--- src/rtl/sad_search_sequencer.sv ---
// sad_search_sequencer: full-search motion-estimation sequencer, one window request per origin, tracks minimum SAD.
module sad_search_sequencer #(
  parameter int FRAME_W = 64,
  parameter int FRAME_H = 64,
  parameter int WIN = 4
) (
  input  logic        Clk,
  input  logic        Reset,
  input  logic        Start,
  input  logic        Abort,
  output logic        ReqValid,
  input  logic        ReqReady,
  output logic [31:0] WinAddr,
  input  logic        SadValid,
  input  logic [31:0] SadValue,
  output logic        Busy,
  output logic        Done,
  output logic [31:0] BestSad,
  output logic [15:0] BestRow,
  output logic [15:0] BestCol
);
  localparam logic [15:0] MAX_ROW = 16'(FRAME_H - WIN);
  localparam logic [15:0] MAX_COL = 16'(FRAME_W - WIN);
  typedef enum logic [1:0] {IDLE, ISSUE, WAIT, DONE} stateT;
  stateT state, nextState;
  logic [15:0] row, col;
  logic [31:0] bestSad;
  logic [15:0] bestRow, bestCol;
  logic colEnd, lastPos, startSearch, take;
  assign colEnd = col == MAX_COL;
  assign lastPos = colEnd && row == MAX_ROW;
  assign startSearch = state == IDLE && Start && !Abort;
  // A result only counts in WAIT; results seen during the handshake cycle belong to no request.
  assign take = state == WAIT && SadValid && !Abort;
  always_comb begin
    nextState = state;
    case (state)
      IDLE:    nextState = Start ? ISSUE : IDLE;
      ISSUE:   nextState = ReqReady ? WAIT : ISSUE;
      WAIT:    nextState = SadValid ? (lastPos ? DONE : ISSUE) : WAIT;
      default: nextState = IDLE;
    endcase
    if (Abort) nextState = IDLE;
  end
  always_ff @(posedge Clk or negedge Reset) begin
    if (!Reset) begin
      state <= IDLE;
      row <= '0;
      col <= '0;
      bestSad <= '1;
      bestRow <= '0;
      bestCol <= '0;
    end else begin
      state <= nextState;
      if (startSearch) begin
        row <= '0;
        col <= '0;
        bestSad <= '1;
        bestRow <= '0;
        bestCol <= '0;
      end
      if (take) begin
        if (SadValue < bestSad) begin
          bestSad <= SadValue;
          bestRow <= row;
          bestCol <= col;
        end
        if (!lastPos) begin
          col <= colEnd ? '0 : col + 16'd1;
          row <= colEnd ? row + 16'd1 : row;
        end
      end
    end
  end
  assign ReqValid = state == ISSUE;
  assign Busy = state != IDLE;
  assign Done = state == DONE;
  assign WinAddr = ({16'd0, row} * 32'(FRAME_W) + {16'd0, col}) << 2;
  assign BestSad = bestSad;
  assign BestRow = bestRow;
  assign BestCol = bestCol;
endmodule
--- config.mk ---
export PLATFORM = sky130hd
export DESIGN_NAME = sad_search_sequencer
export DESIGN_NICKNAME = d
export VERILOG_FILES = /design/src/rtl/sad_search_sequencer.sv
export SDC_FILE = /design/constraint.sdc
export NUM_CORES = 1
export LEC_CHECK = 0
export CAP_MARGIN = 40
export CORE_UTILIZATION = 60
export DETAILED_ROUTE_END_ITERATION = 8
export DONT_BUFFER_PORTS = 1
export PLACE_DENSITY = 0.81
export SYNTH_ARGS = -nofsm -noshare
export SYNTH_HDL_FRONTEND = slang
export SYNTH_SLANG_ARGS = --single-unit
--- constraint.sdc ---
create_clock -name Clk -period 2.94 [get_ports Clk]
set_input_delay 0.588 -clock Clk [delete_from_list [all_inputs] [get_ports Clk]]
set_output_delay 0.588 -clock Clk [all_outputs]
set_load 0.01 [all_outputs]
### Word-level counts from Yosys, hierarchy flattened

Cells that the tools add are included.

| operators by class | value |
|---|---|
| multiply operators | 0 |
| reductions and logical operators | 8 |
| bitwise operators | 0 |
| divide/modulo/power cells | 0 |
| $lt $le $gt $ge | 1 |
| muxes and demuxes | 23 |
| equal/unequal tests | 6 |
| shift operators | 0 |
| $add $sub $neg | 3 |

Operators by type and width:

| operator | count |
|---|---|
| $mux 16 | 14 |
| $mux 32 | 3 |
| $add 16x1->16 const B | 2 |
| $eq 16x6->1 const B | 2 |
| $lt 32x32->1 | 1 |
| $add 22x16->23 | 1 |
| $mux 2 | 4 |
| $pmux 2 s3 | 1 |
| $logic_and 1x1->1 | 5 |
| $eq 2x2->1 const B | 2 |
| $ne 3x3->1 const B | 1 |
| $eq 2x1->1 const B | 1 |
| $logic_not 2->1 | 1 |
| $reduce_bool 2->1 | 1 |
| $logic_not 1->1 | 1 |
| $mux 1 | 1 |

| storage, ports and cells | value |
|---|---|
| word-level logic and storage cells | 47 |
| input bits | 38 |
| bits in writable memories | 0 |
| latch bits | 0 |
| memories | 0 |
| bits in read-only memories | 0 |
| output and inout bits | 99 |
| bits in registers | 98 |

### Depth between registers and ports, before layout

| depth | value |
|---|---|
| word-level depth | 6 |
| mapped depth | 10 |
| depth with buffers taken out | 8 |

### Least setup slack after synthesis

OpenSTA, ideal clock, no wires.

| timing path | value |
|---|---|
| path type | register to output |
| start | register row[0] |
| end | output port WinAddr[16] |
| path buffers | 0 |
| stages on the path, launching flop included | 9 |
| path slack | 141 ps |
| data arrival time | 2211 ps |
| required time | 2352 ps |
| path through | dfrtp_1 ha_1 fa_1 a21o_1 a21oi_1 o21bai_1 a2111oi_0 nor3_1 xor2_1 |

| between the ends | value |
|---|---|
| longest elaborated chain between the ends | 1 |

RTL lines:

| element | line | source |
|---|---|---|
| from (decl) | 26 | `logic [15:0] row, col;` |
| from (signal assigned) | 70 | `row <= colEnd ? row + 16'd1 : row;` |
| $add 22x16->23 | 78 | `assign WinAddr = ({16'd0, row} * 32'(FRAME_W) + {16'd0, col}) << 2;` |
| to (decl) | 13 | `output logic [31:0] WinAddr,` |

No other way between the ends.

### Worst setup path in the final report

Ends and elaborated chain as after synthesis.

==> results.py <==
metrics = {
    "finish": {
        "layout.cells.most_common_list": "94 x nand2_1, 68 x inv_1, 65 x dfrtp_1",
        "drive_above_1_share": 0.221,
        "areaGrowthSynthToFinish_pct": 10.5,
        "final_common_cell": "nand2_1",
        "antenna-diode-count": 0,
        "final_nets": 771,
    },
    "sta": {
        "layout_setup_ws_ps": -144,
        "tns_ps": -654,
        "period_needed_ps": 3080,
        "timing.max_slew.rel_slack": 0.441,
        "setup_viol": 8,
        "hold_viol_final": 0,
        "clock_skew_ps": 10.6,
        "maxSlewViolCount": 0,
        "tightestPinTransition_ps": 838,
        "clock.fmax_mhz": 324,
        "finalCritPeriodShare": 1.05,
        "rsz0062_at_grt": "true",
    },
    "synth": {
        "synth.distinct_cells": 59,
        "synth_edf_count": 0,
        "synth_area_leaders": "dfrtp_1 26%, dfstp_2 13%, ha_1 9.0%",
        "synth.yosys.seq_area_share": 0.399,
        "syn_area_per_cell_um2": 9.46,
        "yosys_warnings": 0,
        "netlist_instances": 661,
        "ys_ff_latch": 98,
        "synth_top_area_cell": "dfrtp_1",
        "syn_area_um2": 6250,
        "synth_top_area_frac": 0.264,
        "synth-main-ff-cell": "dfrtp_1",
        "async_flop_share": 1.00,
    },
    "place": {
        "place_ws_ps": -40.3,
        "io_buffers": 0,
        "place_hpwl_um": 10900,
        "gp_congestion": 0.929,
    },
    "worst_setup_path": {
        "end_kind": "output port",
        "start_kind": "flip-flop",
        "worstSetupPathType": "flip-flop to output port",
        "path_max_fanout": 3,
        "required_ps": 2350,
        "arrival_ps": 2500,
        "r2r_cells": 9,
    },
    "outcome": {
        "status": "complete, but fails checks",
        "failed_checks": "setup timing",
    },
    "clock_tree": {
        "cts.sinks": 98,
        "clock_latency_ps": 380,
        "path_clk_slew_ps": 100,
        "cts_buffers": 9,
        "root_buffer": "clkbuf_8",
        "htree_levels": 3,
        "cts_buffer_depth": 2,
        "cts_tree": "built",
    },
    "grt": {
        "grt_pass1_wl_um": 24600,
        "grt_pass1_vias": 4968,
        "track_usage": 0.285,
        "antenna_found_initial": 0,
        "overflow": 0,
        "grt_max_degree": 67,
    },
    "floorplan": {
        "coreArea_um2": 9950,
        "rows": 36,
        "die_y_um": 104,
        "die_w_um": 104,
        "die-area_um2": 10800,
        "start_util": 0.628,
        "ios": 137,
    },
    "route": {
        "drt_iter0_markers": 445,
        "drt-vias-per-instance": 6.07,
        "totalWireLength_um": 15400,
        "first_pass_iters": 7,
        "drc": 0,
        "wl_per_cell_um": 18.6,
        "via_count": 5004,
        "ant_nets": 0,
    },
    "flow_run": {
        "maxCapViolCount": 0,
    },
    "min_path": {
        "min_path_type": "input port to asynchronous set/reset pin",
    },
    "pwr": {
        "leakage_nw": 3.61,
        "ir_drop_uv": 206,
        "cellPowerDensity_nw_per_um2": 349,
    },
}
==> cell type report <==
| cell class | instances | area, µm² |
|---|---|---|
| Sequential cell | 98 | 2490 |
| Clock buffer | 9 | 124 |
| Tap cell | 133 | 166 |
| Clock inverter | 7 | 43.8 |
| Inverter | 68 | 255 |
| Timing Repair Buffer | 49 | 408 |
| Multi-Input combinational cell | 461 | 3420 |
| Fill cell | 756 | 3050 |
==> worst paths after layout <==
kind                            slack (ps)         from     endpoint
worst max-delay path                  -140       row[0]  WinAddr[16]
worst min-delay path                    50        Reset   BestSad[5]
worst max register to register         190  BestSad[28]  BestSad[30]
worst min register to register         570   BestSad[0]   BestSad[0]
max in group asynchronous             2570        Reset       col[0]
min in group Clk                       260        Abort     state[0]
==> routing by layer <==
metal  global-route usage  routed length (µm)  up-vias
met4                0.105                 342        0
met5                    0                   0        -
met1                0.354                6060     2416
li1                     -                   -     2302
met2                0.475                7500      249
met3               0.0783                1450       37
==> per-stage QoR <==
step | std cells | hold slack, ps | util | total power, mW | instance area (µm²)
5_1_grt | 825 | 25.5 | 0.694 | 2.51 | 6910
4_1_cts | 822 | 37.8 | 0.688 | 2.43 | 6850
2_1_floorplan | 669 | 292 | - | 1.59 | 6280
6_report | 825 | 45.2 | 0.694 | 2.41 | 6910
3_5_place_dp | 798 | 296 | 0.654 | 1.62 | 6510
3_3_place_gp | 798 | 296 | 0.654 | 1.61 | 6510
==> synthesized netlist by cell type (2+ instances only) <==
master / instances
mux2i_1: 34
a21o_1: 10
xor2_1: 4
nand2b_1: 2
o41ai_1: 3
o21ai_1: 2
nor3_1: 13
a31oi_1: 7
nand3b_1: 2
ha_1: 45
nand4_1: 15
buf_4: 16
o22ai_1: 5
and2_1: 4
nor2b_1: 3
and3_1: 6
inv_1: 68
and4_1: 9
dfstp_2: 32
nor2_1: 36
dfrtp_1: 66
buf_6: 4
o31ai_1: 5
nor4_1: 3
mux2_2: 4
clkbuf_1: 15
nand3_1: 15
xnor2_1: 17
nor4b_1: 4
nand2_1: 94
a21oi_1: 23
o21ai_0: 35
o21a_1: 2
buf_2: 7
mux2_4: 27
==> kinds of logic (layout without fill, tap and decap cells) <==
family / Yosys count / count (layout) / synth area share
compound gates: 106 / 106 / 0.105
xor+xnor: 21 / 21 / 0.0294
fa+ha+maj: 46 / 46 / 0.0932
buf+inv: 110 / 133 / 0.0818
flops: 98 / 98 / 0.399
mux: 65 / 65 / 0.126
other cells: 1 / 9 / 0.000600
simple gates: 214 / 214 / 0.165
==> where the power goes <==
group	total [mW]	switching (mW)	internal, mW
sequential	1.41	0.0280	1.39
combinational	0.208	0.127	0.0811
clock	0.791	0.486	0.305
==> worst max-delay path, stage by stage, from the launching register on <==
cell	delay (ps)
dfrtp_1	400
ha_2	210
fa_2	350
a21o_1	180
a21oi_2	180
o21bai_2	110
a2111oi_2	310
nor3_1	90
xor2_1	150
buf_4	150
==> flip-flops by register name, indices dropped and copies added, names as in the netlist <==
register  count
col          16
state         2
row          16
BestCol      16
BestSad      32
BestRow      16
==> what timing repair did <==
action	4_1_cts	5_1_grt
endpoints found under the setup margin	10	11
endpoints found under the hold margin	66	0
buffers inserted	7	3
cloned	0	0
hold buffers	1	0
pin swaps	8	7
resized for setup	21	6
Power figures use the tool's default switching activity.
